### src/rtl/ctr_out_buf.sv
// ctr_out_buf
//   Read-side consumer of the CTR-DRBG post-processor output. Each 128-bit
//   block offered on ctr_dataout/ctr_dataout_vld is split into four 32-bit
//   words, pushed into a word FIFO and acknowledged with a one-cycle
//   rngcore_rddone pulse. The bus side drains one word per rd_req. Withholding
//   rddone while the FIFO lacks room for a whole block paces the DRBG.
//
// Ports
//   clk, rstn          clock, asynchronous active-low reset
//   rngcore_en         core enable; low clears the buffer and holds it idle
//   flush              synchronous clear
//   ctr_dataout[127:0] DRBG output block, valid while ctr_dataout_vld is high
//   rngcore_rddone     registered one-cycle acknowledge of a captured block
//   rd_req             bus read request, one word per cycle
//   rd_data[31:0]      read word, qualified by rd_valid (1-cycle latency)
//   fifo_level         stored words, 0..DEPTH
//   fifo_empty/full    decoded from fifo_level
//   rd_underflow       sticky, set by a read request against an empty FIFO
module ctr_out_buf #(
    parameter int DEPTH = 16,
    parameter int AW    = 4
) (
    input  logic          clk,
    input  logic          rstn,
    input  logic          rngcore_en,
    input  logic          flush,
    input  logic [127:0]  ctr_dataout,
    input  logic          ctr_dataout_vld,
    output logic          rngcore_rddone,
    input  logic          rd_req,
    output logic [31:0]   rd_data,
    output logic          rd_valid,
    output logic [AW:0]   fifo_level,
    output logic          fifo_empty,
    output logic          fifo_full,
    output logic          rd_underflow
);

    localparam int LVL_W = AW + 1;
    // A block fits only if at least four word slots are free.
    localparam logic [AW:0] PUSH_LIM = LVL_W'(DEPTH - 4);
    localparam logic [AW:0] FULL_LVL = LVL_W'(DEPTH);

    typedef enum logic {IDLE, ACK} state_e;

    state_e        state_q, state_d;
    logic          rddone_q, rddone_d;
    logic          rd_valid_q, rd_valid_d;
    logic [31:0]   rd_data_q, rd_data_d;
    logic          rd_underflow_q, rd_underflow_d;
    logic [AW-1:0] wr_ptr_q, wr_ptr_d;
    logic [AW-1:0] rd_ptr_q, rd_ptr_d;
    logic [AW:0]   level_q, level_d;
    logic [31:0]   mem_q [DEPTH];

    logic clr, push, pop, empty;

    assign empty = (level_q == '0);

    always_comb begin
        clr  = flush | ~rngcore_en;
        // Capture only from IDLE: vld is still high during the rddone cycle,
        // so sampling it in ACK would take the same block twice. The space
        // check uses the level before this edge's pop.
        push = ~clr & (state_q == IDLE) & ctr_dataout_vld & (level_q <= PUSH_LIM);
        pop  = ~clr & rd_req & ~empty;

        state_d        = push ? ACK : IDLE;
        rddone_d       = push;
        rd_valid_d     = pop;
        rd_data_d      = pop ? mem_q[rd_ptr_q] : rd_data_q;
        rd_underflow_d = rd_underflow_q | (rd_req & empty);
        wr_ptr_d       = push ? wr_ptr_q + AW'(4) : wr_ptr_q;
        rd_ptr_d       = pop ? rd_ptr_q + AW'(1) : rd_ptr_q;
        level_d        = level_q + (push ? LVL_W'(4) : LVL_W'(0))
                                 - (pop  ? LVL_W'(1) : LVL_W'(0));

        if (clr) begin
            rd_underflow_d = 1'b0;
            wr_ptr_d       = '0;
            rd_ptr_d       = '0;
            level_d        = '0;
        end
    end

    always_ff @(posedge clk or negedge rstn) begin
        if (!rstn) begin
            state_q        <= IDLE;
            rddone_q       <= 1'b0;
            rd_valid_q     <= 1'b0;
            rd_data_q      <= '0;
            rd_underflow_q <= 1'b0;
            wr_ptr_q       <= '0;
            rd_ptr_q       <= '0;
            level_q        <= '0;
        end else begin
            state_q        <= state_d;
            rddone_q       <= rddone_d;
            rd_valid_q     <= rd_valid_d;
            rd_data_q      <= rd_data_d;
            rd_underflow_q <= rd_underflow_d;
            wr_ptr_q       <= wr_ptr_d;
            rd_ptr_q       <= rd_ptr_d;
            level_q        <= level_d;
        end
    end

    // Storage needs no reset: nothing is read before it has been written.
    // A push never overlaps the slot being popped because a push requires
    // at most DEPTH-4 words stored.
    always_ff @(posedge clk) begin
        if (push) begin
            for (int k = 0; k < 4; k++) begin
                mem_q[wr_ptr_q + AW'(k)] <= ctr_dataout[32*k +: 32];
            end
        end
    end

    assign rngcore_rddone = rddone_q;
    assign rd_valid       = rd_valid_q;
    assign rd_data        = rd_data_q;
    assign rd_underflow   = rd_underflow_q;
    assign fifo_level     = level_q;
    assign fifo_empty     = empty;
    assign fifo_full      = (level_q == FULL_LVL);

endmodule

### config.mk
export PLATFORM = sky130hd
export DESIGN_NAME = ctr_out_buf
export DESIGN_NICKNAME = d
export VERILOG_FILES = /design/src/rtl/ctr_out_buf.sv
export SDC_FILE = /design/constraint.sdc
export NUM_CORES = 1
export LEC_CHECK = 0
export ABC_AREA = 1
export BUFFER_PORTS_ARGS = -buffer_cell sky130_fd_sc_hd__buf_2
export CORE_MARGIN = 4
export CORE_UTILIZATION = 61
export DETAILED_ROUTE_END_ITERATION = 16
export HOLD_SLACK_MARGIN = 0.03
export PLACE_DENSITY = 0.8
export SETUP_SLACK_MARGIN = 0.15
export SLEW_MARGIN = 20
export SYNTH_ARGS = -nofsm -noshare
export SYNTH_HDL_FRONTEND = slang
export SYNTH_SLANG_ARGS = --single-unit
### constraint.sdc
create_clock -name clk -period 4.8 [get_ports clk]
set_clock_uncertainty 0.2 [all_clocks]
set_input_delay 0.96 -clock clk [delete_from_list [all_inputs] [get_ports clk]]
set_output_delay 0.96 -clock clk [all_outputs]
set_load 0.02 [all_outputs]
==> results_dict.tcl, run 1 <==
set metrics [dict create \
    crit_chain "inv_1 -> ha_1 -> nand3_1 -> nand2_2 -> nor2_4 -> inv_2 -> nand2_1 -> nand2_1" \
    yosysTopAreaCell "edfxtp_1" \
    fp-row-count 75 \
    period_needed_ns 2.92 \
    yosys_warnings 0 \
    worstSetupEndpointType "flip-flop" \
    max_stage_delay_ns 0.81 \
    ant_nets 0 \
    dieArea_um2 46100 \
    placed_area_um2 27200 \
    grt_max_degree 260 \
    drive_gt1_frac 0.106 \
    grt_pass1_vias 20500 \
    r2r_start "fifo_level[4]" \
    cts_tree "built" \
    multiInputGateArea_um2 8620 \
    ctsHoldBuffers 0 \
    cp_slowest_cell "inv_2" \
    synth_area_um2 26000 \
    post-dp-hpwl_mm 39.3 \
    r2r-end "mem_q[1][20]" \
    min_period_over_period 0.608 \
    clkTransAtPathRegs_ns 0.06 \
    dominantRegCellSynth "edfxtp_1" \
    crit_family "simple AND/OR/NAND/NOR gates" \
    vias_per_cell 5.87 \
    top_layer_used "met4" \
    gp_congestion 0.837 \
    synth_top_area_frac 0.590 \
    ys_top_cells_by_area "edfxtp_1, nand2_1, nand3_1, dfrtp_1, clkbuf_1" \
    critPathArrivalTime_ns 3.19 \
    cts_resized 0 \
    wl_met1_mm 25.7 \
    post-route-drc-count 0 \
    syn-num-nets 3044 \
    dr.first_iter.drc_count 2618 \
    syn-instance-count 2898 \
    critPathBufInv 2 \
    worstSetupStartpointType "flip-flop" \
    max_cap_violations 0 \
    die_h_um 215 \
    finalPower_uw 12000 \
    routed-wl-met2_mm 33.9 \
    status "finished, final reports clean" \
    start_util 0.620 \
    area_growth_pct 11.4 \
    critical_path_depth 8 \
    pin_count 176 \
    yosysSeqAreaShare 0.634 \
    finalSetupViolCount 0 \
    synth_common_cells "nand2_1, edfxtp_1, nand3_1" \
    ys_types 23 \
    slew_headroom 0.248 \
    ys_seq_elements 558 \
    postCtsSetupRepairBufs 0 \
    p_per_area_nw_per_um2 412 \
    worst_slew_pin_slew_ns 1.13 \
    avgSynthCellArea_um2 8.99 \
    p_sw_uw 3420 \
    cts_sinks 558 \
    required_ns 5.07 \
    cts_buffer_depth 3 \
    clock_latency_ns 0.61 \
    grt_pass1_wl_mm 109 \
    crit_path_start "fifo_level[4]" \
    antenna_found_initial 0 \
    port_buffers 175 \
    root_buffer "clkbuf_16" \
    swShare 0.286 \
    reg2reg_slack_ns 1.88 \
    grt-ovfl-total 0 \
    synth_edf_count 512 \
    p_seq_frac 0.468 \
    placedCellCount 3457 \
    clkPwrFrac 0.357 \
    fmax_mhz 342 \
    final_cell_area_um2 29000 \
    num-nets-final 3122 \
    h-tree-depth 2 \
    drt_wl_total_mm 70.9 \
    core-area_um2 42000 \
    yosysMostFrequentCell "nand2_1" \
    crit_fanout 32 \
    register_area_um2 16500 \
    die_width_um 215 \
    p_leak_uw 0.0123 \
    cp_common_cell "nand2_1" \
    fillers 3084 \
    wl_met3_mm 8.58 \
    n_antenna_cell 0 \
    wl_per_cell_um 19.9 \
    cp-endpoint "mem_q[1][20]" \
    track_usage 0.301 \
    max-vdd-ir-drop_v 0.000316 \
    combPwrFrac 0.175 \
    cts-buffers-inserted 55 \
    hold_viol_final 0 \
    drtPass1Iterations 5 \
    reg2regPathDepth 8 \
    drv_slew 0 \
    rsz0062_at_grt "false" \
    path_class "reg -> reg" \
    p_int_uw 8550 \
    via_count 20900 \
    fin_cells 3562 \
    hold_class "in -> async" \
    postSynth.asyncResetShare 0.0824 \
]
-- per-layer routing --
layer  vias up  GRT usage
li1       9592          -
met1      9711      0.396
met2      1346      0.499
met3       248     0.0571
met4         0      0.123
met5         -          0
-- worst min path at each step --
| stage | slack, ns | start | depth (start not counted) | end |
|---|---|---|---|---|
| after floorplan | 0.32 | wr_ptr_q[3] | 2 | wr_ptr_q[3] |
| after global placement | 0.26 | rd_data[20] | 2 | rd_data[20] |
| after detailed placement | 0.26 | rd_data[9] | 2 | rd_data[9] |
| after CTS | 0.26 | rstn | 1 | fifo_level[4] |
| after global routing | 0.29 | rd_data[22] | 2 | rd_data[22] |
| final | 0.26 | rstn | 1 | rd_data[25] |
-- cell usage in the layout, fill, tap and decap left out, types with 7 or more instances in the layout --
| cell type | instances |
|---|---|
| clkinv_1 | 9 |
| buf_4 | 21 |
| buf_2 | 175 |
| buf_12 | 12 |
| edfxtp_1 | 512 |
| inv_2 | 7 |
| ha_1 | 11 |
| clkinv_2 | 12 |
| clkbuf_16 | 56 |
| nor2_1 | 46 |
| dfrtp_1 | 44 |
| nor2_4 | 13 |
| nand2_1 | 1709 |
| clkbuf_1 | 14 |
| a21oi_1 | 66 |
| inv_1 | 23 |
| nand3_1 | 262 |
-- through the flow --
step | util | hold WS [ns] | TNS [ns] | setup slack, ns
3_3_place_gp | 0.648 | 0.258 | 0 | 1.30
3_5_place_dp | 0.648 | 0.261 | 0 | 1.28
6_report | 0.691 | 0.257 | 0 | 1.88
4_1_cts | 0.690 | 0.262 | 0 | 1.88
5_1_grt | 0.691 | 0.290 | 0 | 1.66
2_1_floorplan | - | 0.320 | -68.41 | -0.267
-- state kept, by name (all words and copies together) (netlist names) --
name	flops
fifo_level	5
mem_q	512
rd_data	32
rd_ptr_q	4
rd_underflow	1
rd_valid	1
rngcore_rddone	1
wr_ptr_q	2
-- power by group through the flow --
stage | sequential (uW) | clock [uW] | combinational (uW)
2_1_floorplan | 5870 | 0 | 1240
3_3_place_gp | 5690 | 0 | 1990
3_5_place_dp | 5700 | 0 | 2060
4_1_cts | 5600 | 4290 | 2080
5_1_grt | 5620 | 4500 | 2330
6_report | 5600 | 4280 | 2100
-- area by class of cell --
cell class	count	area share
clock inverters	33	0.0107
repair buffers	209	0.0448
inverters	32	0.00435
flip-flops and latches	558	0.569
clock buffers	71	0.0506
well taps	539	0.0232
multi-input cells	2120	0.297
-- cell families (layout without fill, tap and decap cells) --
kind of cell,after synthesis,after routing,share of synthesized area
simple gates,2036,2036,0.308
flops,558,558,0.634
buf+inv,220,345,0.0377
compound gates,70,70,0.0135
fa+ha+maj,12,12,0.00605
xor+xnor,2,2,0.000673
Note: power is estimated with default switching activity, not from simulation.
==> run 2: changes to the inputs <==
==> constraint.sdc (replaced) <==
create_clock -name clk -period 3 [get_ports clk]
set_clock_uncertainty 0.2 [all_clocks]
set_input_delay 0.6 -clock clk [delete_from_list [all_inputs] [get_ports clk]]
set_output_delay 0.6 -clock clk [all_outputs]
set_load 0.02 [all_outputs]
==> run 2 against run 1 <==
Utilization is 0.92 points higher. Global-route usage is 0.99 points higher. Cell area is 1.3% higher. Sequential cell count stayed put. Sequential share of layout area is 0.75 points lower. First-iteration DRC count is 4.4% higher. Non-clock buffer count is 21 higher. Hold slack worse by 0.18 ns. Total power is 64% higher. Critical endpoint is now mem_q[3][28]. Largest cell class unchanged. Highest routed layer is now met5.
==> results_dict.tcl, run 2 (synthesis results as in run 1) <==
set metrics [dict create \
    core-area_um2 42000 \
    worst_slew_pin_slew_ns 1.09 \
    worstSetupEndpointType "flip-flop" \
    whs_ns 0.0752 \
    cts-buffers-inserted 57 \
    pin_count 176 \
    start_util 0.620 \
    slew_headroom 0.276 \
    via_count 21100 \
    drv_slew 0 \
    die_h_um 215 \
    period_needed_ns 2.60 \
    max_cap_violations 0 \
    ant_nets 0 \
    wl_met3_mm 8.83 \
    largest_reg_flops 512 \
    grt_pass1_vias 20800 \
    status "finished, final reports clean" \
    routed-wl-met2_mm 34.7 \
    hold_class "in -> reg" \
    die_width_um 215 \
    tns_ns 0 \
    post-dp-hpwl_mm 40.5 \
    regMostFlops "mem_q" \
    drt_wl_total_mm 72.5 \
    cts_buffer_depth 3 \
    swShare 0.283 \
    postCtsSetupRepairBufs 0 \
    track_usage 0.311 \
    dr.first_iter.drc_count 2733 \
    p_sw_uw 5540 \
    wl_met1_mm 26.1 \
    critPathArrivalTime_ns 2.88 \
    cp-endpoint "mem_q[3][28]" \
    worstSetupStartpointType "flip-flop" \
    p_leak_uw 0.0125 \
    clkPwrFrac 0.367 \
    top_layer_used "met5" \
    fp-row-count 75 \
    fmax_mhz 384 \
    p_seq_frac 0.458 \
    r2r-end "mem_q[3][28]" \
    drtPass1Iterations 8 \
    p_int_uw 14100 \
    dieArea_um2 46100 \
    cts_tree "built" \
    final_common_cell "nand2_1" \
    reg2reg_slack_ns 0.40 \
    cts_sinks 558 \
    num-nets-final 3145 \
    antenna_found_initial 6 \
    placed_area_um2 27500 \
    clkTransAtPathRegs_ns 0.06 \
    path_class "reg -> reg" \
    grt-ovfl-total 0 \
    min_period_over_period 0.867 \
    drive_gt1_frac 0.112 \
    post-route-drc-count 0 \
    h-tree-depth 2 \
    crit_path_start "fifo_level[4]" \
    p_per_area_nw_per_um2 666 \
    port_buffers 175 \
    wl_per_cell_um 20.2 \
    area_growth_pct 12.9 \
    combPwrFrac 0.175 \
    root_buffer "clkbuf_16" \
    required_ns 3.28 \
    layout_common_cells "nand2_1, edfxtp_1, nand3_1, buf_2, a21oi_1" \
    final_cell_area_um2 29400 \
    gp_congestion 0.815 \
    grt_pass1_wl_mm 112 \
    finalSetupViolCount 0 \
    max-vdd-ir-drop_v 0.000438 \
    clock_latency_ns 0.63 \
    reg2regPathDepth 9 \
    finalPower_uw 19600 \
    hold_viol_final 0 \
    rsz0062_at_grt "false" \
    vias_per_cell 5.89 \
    crit_fanout 32 \
    grt_max_degree 153 \
    r2r_start "fifo_level[4]" \
]
run 2: changes by cell type in the layout (fill, tap and decap cells not counted), moves of 2 or more:
cell | before | now
buf_12 | 12 | 22
inv_2 | 7 | 9
buf_4 | 21 | 32
clkbuf_16 | 56 | 59
clkbuf_8 | 1 | 11
clkinv_1 | 9 | 4
clkbuf_1 | 14 | 21
clkinv_2 | 12 | 4
diode_2 | 0 | 3
clkinvlp_4 | 4 | 1
run 2: power by group through the flow:
| stage | Sequential (uW) | Clock [uW] | Combinational (uW) |
|---|---|---|---|
| floorplan | 9390 | 0 | 1990 |
| global placement | 9120 | 0 | 3240 |
| detailed placement | 9140 | 0 | 3360 |
| CTS | 8980 | 7200 | 3400 |
| global route | 9010 | 7540 | 3800 |
| finish | 8980 | 7200 | 3420 |
run 2: per-layer routing:
layer | GRT usage | up-vias
met5 | 0 | -
met3 | 0.0592 | 237
met4 | 0.138 | 6
met2 | 0.517 | 1426
li1 | - | 9657
met1 | 0.402 | 9811
run 2: final cells by class:
| cell class | count | area [um2] |
|---|---|---|
| flip-flops and latches | 558 | 16500 |
| well taps | 539 | 674 |
| clock buffers | 91 | 1710 |
| multi-input cells | 2120 | 8620 |
| clock inverters | 16 | 189 |
| diodes | 3 | 7.51 |
| repair buffers | 230 | 1570 |
| fillers | 3032 | 12600 |
| inverters | 32 | 125 |
run 2: repair_timing:
action	4_1_cts	5_1_grt
hold buffers	1	0
endpoints found under the hold margin	27	0
resized for setup	0	0
run 2: worst min-delay path by stage:
stage	startpoint	to	cells after the start
global placement	rd_data[18]	rd_data[18]	2
floorplan	rstn	fifo_level[0]	0
detailed placement	rd_data[9]	rd_data[9]	2
finish	ctr_dataout[3]	mem_q[12][3]	1
CTS	ctr_dataout[7]	mem_q[4][7]	1
global route	ctr_dataout[13]	mem_q[12][13]	1
run 2: worst max-delay path, stage by stage (launching register included):
cell and delay (ns):
dfrtp_1 0.37, inv_1 0.11, ha_1 0.15, nand3_1 0.10
nand2_2 0.09, buf_4 0.22, nor2_4 0.06, inv_2 0.72
nand2_1 0.25, nand2_1 0.17
run 2: metrics by stage:
step | instances | util | setup slack (ns)
final | 3589 | 0.700 | 0.398
after global routing | 3588 | 0.700 | 0.271
after CTS | 3586 | 0.700 | 0.422
after detailed placement | 3478 | 0.654 | 0.265
after global placement | 3478 | 0.654 | 0.364
after floorplan | 2898 | - | 0.153
